`src/rtl/load_store_unit_if.sv`:
```
// load_store_unit_if: core request/response handshake plus word-organised data memory port
interface load_store_unit_if;
    logic        req_valid;
    logic        req_ready;
    logic        req_write;
    logic [1:0]  req_size;
    logic        req_unsigned;
    logic [31:0] req_addr;
    logic [31:0] req_wdata;
    logic        resp_valid;
    logic [31:0] resp_rdata;
    logic        resp_error;
    logic        MemWrite;
    logic        MemRead;
    logic [31:0] address;
    logic [31:0] writeData;
    logic [31:0] readData;

    modport master (
        output req_valid, req_write, req_size, req_unsigned, req_addr, req_wdata, readData,
        input  req_ready, resp_valid, resp_rdata, resp_error, MemWrite, MemRead, address, writeData
    );

    modport slave (
        input  req_valid, req_write, req_size, req_unsigned, req_addr, req_wdata, readData,
        output req_ready, resp_valid, resp_rdata, resp_error, MemWrite, MemRead, address, writeData
    );
endinterface

```
`src/rtl/load_store_unit.sv`:
```
// load_store_unit: one-at-a-time load/store engine with read-modify-write for sub-word stores
module load_store_unit #(
    parameter int MEM_WORDS = 512
) (
    input logic clk,
    input logic rst_n,
    load_store_unit_if.slave bus
);
    typedef enum logic [1:0] {IDLE, READ, WRITE, RESP} state_t;

    state_t      state, next;
    logic [31:0] addr, wdata, old_word;
    logic [1:0]  size;
    logic        wr, uns, err;
    logic        req_err;
    logic [31:0] word_idx, mask, merged, ext;
    logic [4:0]  sh_b, sh_h, sh;
    logic [7:0]  byte_v;
    logic [15:0] half_v;

    assign req_err = bus.req_size == 2'b11
                   || (bus.req_size == 2'b01 && bus.req_addr[0])
                   || (bus.req_size == 2'b10 && bus.req_addr[1:0] != 2'b00)
                   || {2'b00, bus.req_addr[31:2]} >= 32'(MEM_WORDS);

    assign word_idx = {2'b00, addr[31:2]};
    assign sh_b     = {addr[1:0], 3'b000};
    assign sh_h     = {addr[1], 4'b0000};
    assign sh       = size == 2'b01 ? sh_h : sh_b;
    assign byte_v   = 8'(old_word >> sh_b);
    assign half_v   = 16'(old_word >> sh_h);
    assign ext      = size == 2'b00 ? {{24{~uns & byte_v[7]}}, byte_v}
                    : size == 2'b01 ? {{16{~uns & half_v[15]}}, half_v}
                    : old_word;
    assign mask     = size == 2'b00 ? 32'h0000_00ff << sh_b
                    : size == 2'b01 ? 32'h0000_ffff << sh_h
                    : 32'hffff_ffff;
    assign merged   = (old_word & ~mask) | ((wdata << sh) & mask);

    // State register, request latch at accept, and capture of the memory word during READ
    always_ff @(posedge clk or negedge rst_n) begin
        if (!rst_n) begin
            state    <= IDLE;
            addr     <= '0;
            wdata    <= '0;
            size     <= '0;
            wr       <= 1'b0;
            uns      <= 1'b0;
            err      <= 1'b0;
            old_word <= '0;
        end else begin
            state <= next;
            if (state == IDLE && bus.req_valid) begin
                addr  <= bus.req_addr;
                wdata <= bus.req_wdata;
                size  <= bus.req_size;
                wr    <= bus.req_write;
                uns   <= bus.req_unsigned;
                err   <= req_err;
            end
            if (state == READ)
                old_word <= bus.readData;
        end
    end

    // Next state and all outputs decoded purely from state and latched registers
    always_comb begin
        next           = state;
        bus.req_ready  = 1'b0;
        bus.resp_valid = 1'b0;
        bus.resp_error = 1'b0;
        bus.resp_rdata = '0;
        bus.MemRead    = 1'b0;
        bus.MemWrite   = 1'b0;
        bus.address    = '0;
        bus.writeData  = '0;
        case (state)
            IDLE: begin
                bus.req_ready = 1'b1;
                if (bus.req_valid)
                    next = req_err ? RESP : (!bus.req_write || bus.req_size != 2'b10) ? READ : WRITE;
            end
            READ: begin
                bus.MemRead = 1'b1;
                bus.address = word_idx;
                next        = wr ? WRITE : RESP;
            end
            WRITE: begin
                bus.MemWrite  = 1'b1;
                bus.address   = word_idx;
                bus.writeData = merged;
                next          = RESP;
            end
            RESP: begin
                bus.resp_valid = 1'b1;
                bus.resp_error = err;
                bus.resp_rdata = (err || wr) ? 32'h0 : ext;
                next           = IDLE;
            end
        endcase
    end
endmodule

```
`src/flat_wrapper.sv`:
```
// flat-port wrapper written by rule: the top's interface ports become plain ports
module load_store_unit_flat 
#(
    parameter int MEM_WORDS = 512
)
  (clk, rst_n, bus_req_valid, bus_req_write, bus_req_size, bus_req_unsigned, bus_req_addr, bus_req_wdata, bus_readData, bus_req_ready, bus_resp_valid, bus_resp_rdata, bus_resp_error, bus_MemWrite, bus_MemRead, bus_address, bus_writeData);
  load_store_unit_if bus_i ();
  input logic clk;
  input logic rst_n;
  input wire logic [$bits(bus_i.req_valid)-1:0] bus_req_valid;
  input wire logic [$bits(bus_i.req_write)-1:0] bus_req_write;
  input wire logic [$bits(bus_i.req_size)-1:0] bus_req_size;
  input wire logic [$bits(bus_i.req_unsigned)-1:0] bus_req_unsigned;
  input wire logic [$bits(bus_i.req_addr)-1:0] bus_req_addr;
  input wire logic [$bits(bus_i.req_wdata)-1:0] bus_req_wdata;
  input wire logic [$bits(bus_i.readData)-1:0] bus_readData;
  output wire logic [$bits(bus_i.req_ready)-1:0] bus_req_ready;
  output wire logic [$bits(bus_i.resp_valid)-1:0] bus_resp_valid;
  output wire logic [$bits(bus_i.resp_rdata)-1:0] bus_resp_rdata;
  output wire logic [$bits(bus_i.resp_error)-1:0] bus_resp_error;
  output wire logic [$bits(bus_i.MemWrite)-1:0] bus_MemWrite;
  output wire logic [$bits(bus_i.MemRead)-1:0] bus_MemRead;
  output wire logic [$bits(bus_i.address)-1:0] bus_address;
  output wire logic [$bits(bus_i.writeData)-1:0] bus_writeData;
  assign bus_i.req_valid = bus_req_valid;
  assign bus_i.req_write = bus_req_write;
  assign bus_i.req_size = bus_req_size;
  assign bus_i.req_unsigned = bus_req_unsigned;
  assign bus_i.req_addr = bus_req_addr;
  assign bus_i.req_wdata = bus_req_wdata;
  assign bus_i.readData = bus_readData;
  assign bus_req_ready = bus_i.req_ready;
  assign bus_resp_valid = bus_i.resp_valid;
  assign bus_resp_rdata = bus_i.resp_rdata;
  assign bus_resp_error = bus_i.resp_error;
  assign bus_MemWrite = bus_i.MemWrite;
  assign bus_MemRead = bus_i.MemRead;
  assign bus_address = bus_i.address;
  assign bus_writeData = bus_i.writeData;
  load_store_unit #(.MEM_WORDS(MEM_WORDS)) u_core (.clk(clk), .rst_n(rst_n), .bus(bus_i));
endmodule
```
`config.mk`:
```
export PLATFORM = sky130hd
export DESIGN_NAME = load_store_unit_flat
export DESIGN_NICKNAME = d
export VERILOG_FILES = /design/src/rtl/load_store_unit_if.sv /design/src/rtl/load_store_unit.sv /design/src/flat_wrapper.sv
export SDC_FILE = /design/constraint.sdc
export NUM_CORES = 1
export LEC_CHECK = 0
export BUFFER_PORTS_ARGS = -buffer_cell sky130_fd_sc_hd__buf_2
export CORE_ASPECT_RATIO = 0.9
export CORE_MARGIN = 5
export CORE_UTILIZATION = 51
export DETAILED_ROUTE_END_ITERATION = 8
export PLACE_DENSITY_LB_ADDON = 0.1
export SYNTH_ARGS = -nofsm -noshare
export SYNTH_HDL_FRONTEND = slang
export SYNTH_SLANG_ARGS = --single-unit
```
`constraint.sdc`:
```
create_clock -name clk -period 2.5 [get_ports clk]
set_clock_uncertainty 0.2 [all_clocks]
set_input_delay 0.125 -clock clk [delete_from_list [all_inputs] [get_ports clk]]
set_output_delay 0.125 -clock clk [all_outputs]
set_load 0.05 [all_outputs]
```
; ---- Word level (Yosys, flattened, before mapping)
; Cells that the tools add are included.
[op_classes]
order_cmp = 1
eq_ne = 9
n_shift = 5
mux = 19
bitwise = 7
n_reduce_logical = 13
[ops]
columns = op, n
row1 = $mux W32, 7
row2 = $and A32 B32 Y32, 2
row3 = $not A32 Y32, 1
row4 = $or A32 B32 Y32, 1
row5 = $shl A16 B5 Y32 const A, 1
row6 = $shl A32 B5 Y32, 1
row7 = $shl A8 B5 Y32 const A, 1
row8 = $shr A32 B5 Y16, 1
row9 = $shr A32 B5 Y8, 1
row10 = $ge A30 B10 Y1 const B, 1
row11 = $mux W30, 1
row12 = $eq A2 B2 Y1 const B, 4
row13 = $pmux W2 S4, 1
row14 = $eq A2 B1 Y1 const B, 3
row15 = $mux W1, 6
row16 = $mux W2, 3
row17 = $logic_or A1 B1 Y1, 5
row18 = $logic_not A2 Y1, 2
row19 = $mux W4, 1
row20 = $ne A2 B2 Y1 const B, 2
row21 = $logic_and A1 B1 Y1, 3
row22 = $and A1 B1 Y1, 2
row23 = $reduce_bool A2 Y1, 1
row24 = $reduce_or A2 Y1, 1
row25 = other kinds (2), 2
[word_totals]
reg_bits = 103
inputBits = 103
output_inout_bits = 101
elab_cells = 62

; ---- Logic depth before layout (Yosys ltp)
[depth]
ltp_word = 8
depth_mapped = 6
depth_no_buf = 5

; ---- Worst setup path before layout
; OpenSTA, ideal clock, no wires.
[synth_path]
kind = reg2out
startpoint = register u_core.state[0]
endpoint = output bus_resp_rdata[15]
arrival_ps = 2743
required_ps = 2175
setup_slack_ps = -568
stages_incl_launch_ff = 6
n_path_buf = 1
cell_sequence = dfrtp_1 -> ha_1 -> or3b_1 -> buf_2 -> a21o_4 -> nor3_1
[synth_via]
elab_chain_cells = 2
[synth_rtl]
columns = item, line_no
row1 = "start, declared", load_store_unit.sv:11  ; state_t state, next;
row2 = "start signal, assigned", load_store_unit.sv:52  ; state <= next;
row3 = $eq A2 B2 Y1, load_store_unit.sv:77  ; case (state)
row4 = $mux W32, load_store_unit.sv:77
row5 = "end, declared", flat_wrapper.sv:19  ; output wire logic [$bits(bus_i.resp_rdata)-1:0] bus_resp_rdata;
; No other way between the ends.

; ---- Final worst setup path
[layout_path]
startpoint = register u_core.state[0]
endpoint = output bus_resp_rdata[21]
; Same word-level chain as after synthesis.

==> metrics.txt <==
hold slack final roughly 88 ps; Cell Chain, Critical Path ha_2 > or3b_4 > a2111oi_4 > o21a_4 > a21o_1 > buf_6; Post-synth ARST share 1.00; DRT Pass-1 Iters 6; Cell Area, Synth 5900 um^2; layout cells sized above 1 0.490; routed wire length around 20000 um; period utilization 1.00; Routed WL per cell 20.2 um; internal reg-to-reg setup slack around 570 ps; status finished, violations left; Primary FF master, synth dfrtp_1; Worst path max stage delay 400 ps; RSZ-0062 raised after global routing yes; largest net degree at the start of global routing 58; post-layout net count 947; Power, Total 13.8 mW; register bit total from synthesis 103; antenna-violating nets left 0; Die Span X approximately 120 um; # DRC 0; # clock sinks 103; root cell of the clock tree clkbuf_16; TritonCTS clock tree built; synth unique cells 48; grt total ovfl 0; I/O pin cnt 204; Critical Path Source Type flip-flop; synth warn 0; violation count after the first detailed-route iteration 444; Slew Viols, Final 0; maximum vdd drop about 1.2 mV; P&R area growth vs syn 51.3%; GRT Total Usage 0.295; RePlAce Congestion 0.954; H-tree depth 3; Final HPWL DP approximately 14000 um; arrival time of the worst setup path between 2000 and 2500 ps; maxcap violations 0; critical path's top delay family compound AO/OA/AOI/OAI gates; Req. time, crit path 2170 ps; clock-pin slew on the worst setup and hold paths 70 ps; Hold Fails Final Rpt 0; Placement Cell Area between 7000 and 8000 um^2; TNS Setup -8.90 ps; overall die height 112 um; Max-Slew Margin vs Limit 0.648; Via density 5.59; Final Cell Area 8930 um^2; Rows 37; Port Buf Inserts 201; Total Die Area 13800 um^2; CP bufs+invs 1; Pwr Density 1550 nW/um^2; initial antenna violation count 0; Post-Syn Instances 525; slowest cell on the critical path or3b_4; CP Max Fanout 8; latest clock arrival within the worst-skew pair 350 ps; Pleak 4.21 nW; Num CTS Buffers 9; critical path endpoint category output port; antenna cells 0; vias in the first global route about 5700; slew at the pin closest to its max-slew limit 529 ps; Hold Crit Class in -> async; final setup violation count 3; syn_area_per_cell 11.2 um^2; effective utilization at floorplan 0.518; sequential element share of the synthesized area 0.437; EDFF count, synth 0; fin crit period 2510 ps; Core Region around 11000 um^2; final setup margin -5.45 ps; first-pass GRT wire length 31500 um; via count 5595; f_max 399 MHz; Clock Tree Buf Depth 2; failing checks setup timing; critical path type reg -> out
cell usage after synthesis (3+ instances only):
master / n / area [um^2]
a22o_1: 8 / 70.1
a21oi_1: 5 / 25.0
buf_2: 8 / 40.0
nor3_2: 7 / 70.1
dfrtp_1: 103 / 2580
nor4_1: 4 / 25.0
a21boi_0: 24 / 180
a222oi_1: 5 / 50.1
mux2_2: 105 / 1180
nor2_1: 20 / 75.1
a21o_1: 16 / 120
mux2i_1: 3 / 30.0
a22oi_1: 8 / 60.1
inv_1: 5 / 18.8
o21ai_0: 27 / 135
and2_1: 33 / 206
nor3_1: 13 / 65.1
buf_1: 4 / 15.0
a31oi_1: 9 / 56.3
nand3_1: 10 / 50.1
mux4_2: 11 / 248
clkbuf_1: 23 / 86.3
ha_1: 4 / 50.1
nor2b_1: 11 / 68.8
buf_4: 4 / 30.0
nand2_1: 14 / 52.6
and3_1: 17 / 106
routing by layer:
| layer | wire (um) | share of wire | global-route usage | up-vias |
|---|---|---|---|---|
| met4 | 521 | 0.026 | 0.0878 | 0 |
| li1 | - | - | - | 2554 |
| met3 | 1720 | 0.085 | 0.0675 | 39 |
| met2 | 9820 | 0.49 | 0.487 | 266 |
| met5 | 0 | 0 | 0 | - |
| met1 | 8120 | 0.40 | 0.389 | 2736 |
worst register-to-register path, delay by kind of cell (launching register included):
family,cells,cell delay [ps]
DFF,1,360
muxes,1,430
adders and majority gates,1,260
buffers and inverters,3,450
and+or+nand+nor,1,120
cell families (layout without fill, tap and decap cells):
logic type               after synthesis  after routing  share of synthesized area
AND/OR/NAND/NOR                      138            138                      0.134
multiplexers                         119            119                      0.248
buffers and inverters                 47            365                     0.0369
AO/OA/AOI/OAI                        113            114                      0.135
other                                  1              2                   0.000636
flip-flops                           103            103                      0.437
adder cells (fa/ha/maj)                4              4                    0.00848
worst paths after layout:
path                       cells after the start       startpoint             endpoint
setup / recovery                               6  u_core.state[0]   bus_resp_rdata[21]
hold / removal                                 2            rst_n  u_core.old_word[25]
setup reg to reg                               6  u_core.state[0]     u_core.wdata[24]
hold reg to reg                                1  u_core.addr[17]      u_core.addr[17]
max in group asynchronous                      3            rst_n      u_core.addr[11]
min in group clk                               1  u_core.addr[17]      u_core.addr[17]
placed cells by master (no fill, tap or decap), types with 4 or more instances in the layout:
| master | count |
|---|---|
| buf_2 | 164 |
| buf_4 | 45 |
| nor3_1 | 11 |
| a22oi_1 | 8 |
| and2_1 | 32 |
| o21ai_0 | 27 |
| a31oi_1 | 4 |
| nand2_1 | 13 |
| clkbuf_16 | 9 |
| a222oi_1 | 5 |
| dlygate4sd3_1 | 102 |
| a31oi_2 | 5 |
| nor4_1 | 4 |
| and3_1 | 16 |
| nand3_1 | 9 |
| dfrtp_2 | 4 |
| a21boi_1 | 8 |
| a22o_1 | 8 |
| nor2b_1 | 9 |
| nor3_4 | 8 |
| mux2_2 | 105 |
| a21o_1 | 16 |
| dfrtp_1 | 99 |
| buf_6 | 28 |
| inv_1 | 4 |
| a21boi_0 | 15 |
| mux4_2 | 11 |
| nor2_1 | 20 |
cell type report:
| class | instances | area (um^2) |
|---|---|---|
| clock inverter | 7 | 66.3 |
| multi-input combinational | 377 | 3280 |
| fill | 731 | 2460 |
| sequential | 103 | 2580 |
| inverter | 5 | 18.8 |
| tap | 156 | 195 |
| clock buffer | 9 | 225 |
| timing repair buffer | 344 | 2560 |
metrics by stage:
| step | util | std cells | worst slack, ps |
|---|---|---|---|
| finish | 0.784 | 1001 | -5.45 |
| global route | 0.784 | 1001 | -87.9 |
| CTS | 0.767 | 991 | -74.3 |
| detailed placement | 0.632 | 866 | 228 |
| global placement | 0.632 | 866 | 262 |
| floorplan | - | 526 | -312 |
state kept, by name, summed over array words and instances (netlist names):
register,count
u_core.uns,1
u_core.addr,32
u_core.size,2
u_core.old_word,32
u_core.wr,1
u_core.err,1
u_core.state,2
u_core.wdata,32
where the power goes:
| group | total, mW | switching (mW) | internal, mW | leakage (nW) |
|---|---|---|---|---|
| logic | 8.92 | 5.53 | 3.39 | 2.85 |
| registers | 3.53 | 0.987 | 2.54 | 1.21 |
| clock network | 1.37 | 0.679 | 0.696 | 0.141 |
repair_timing:
action                                  CTS  global route
endpoints found under the hold margin   178             0
setup buffers                             6            10
gates resized for setup                  55            40
hold buffers                            102             0
cloned                                    1             0
pin swaps                                 1             7
endpoints found under the setup margin   43            64
No activity file was read; power rests on OpenSTA's default activity.
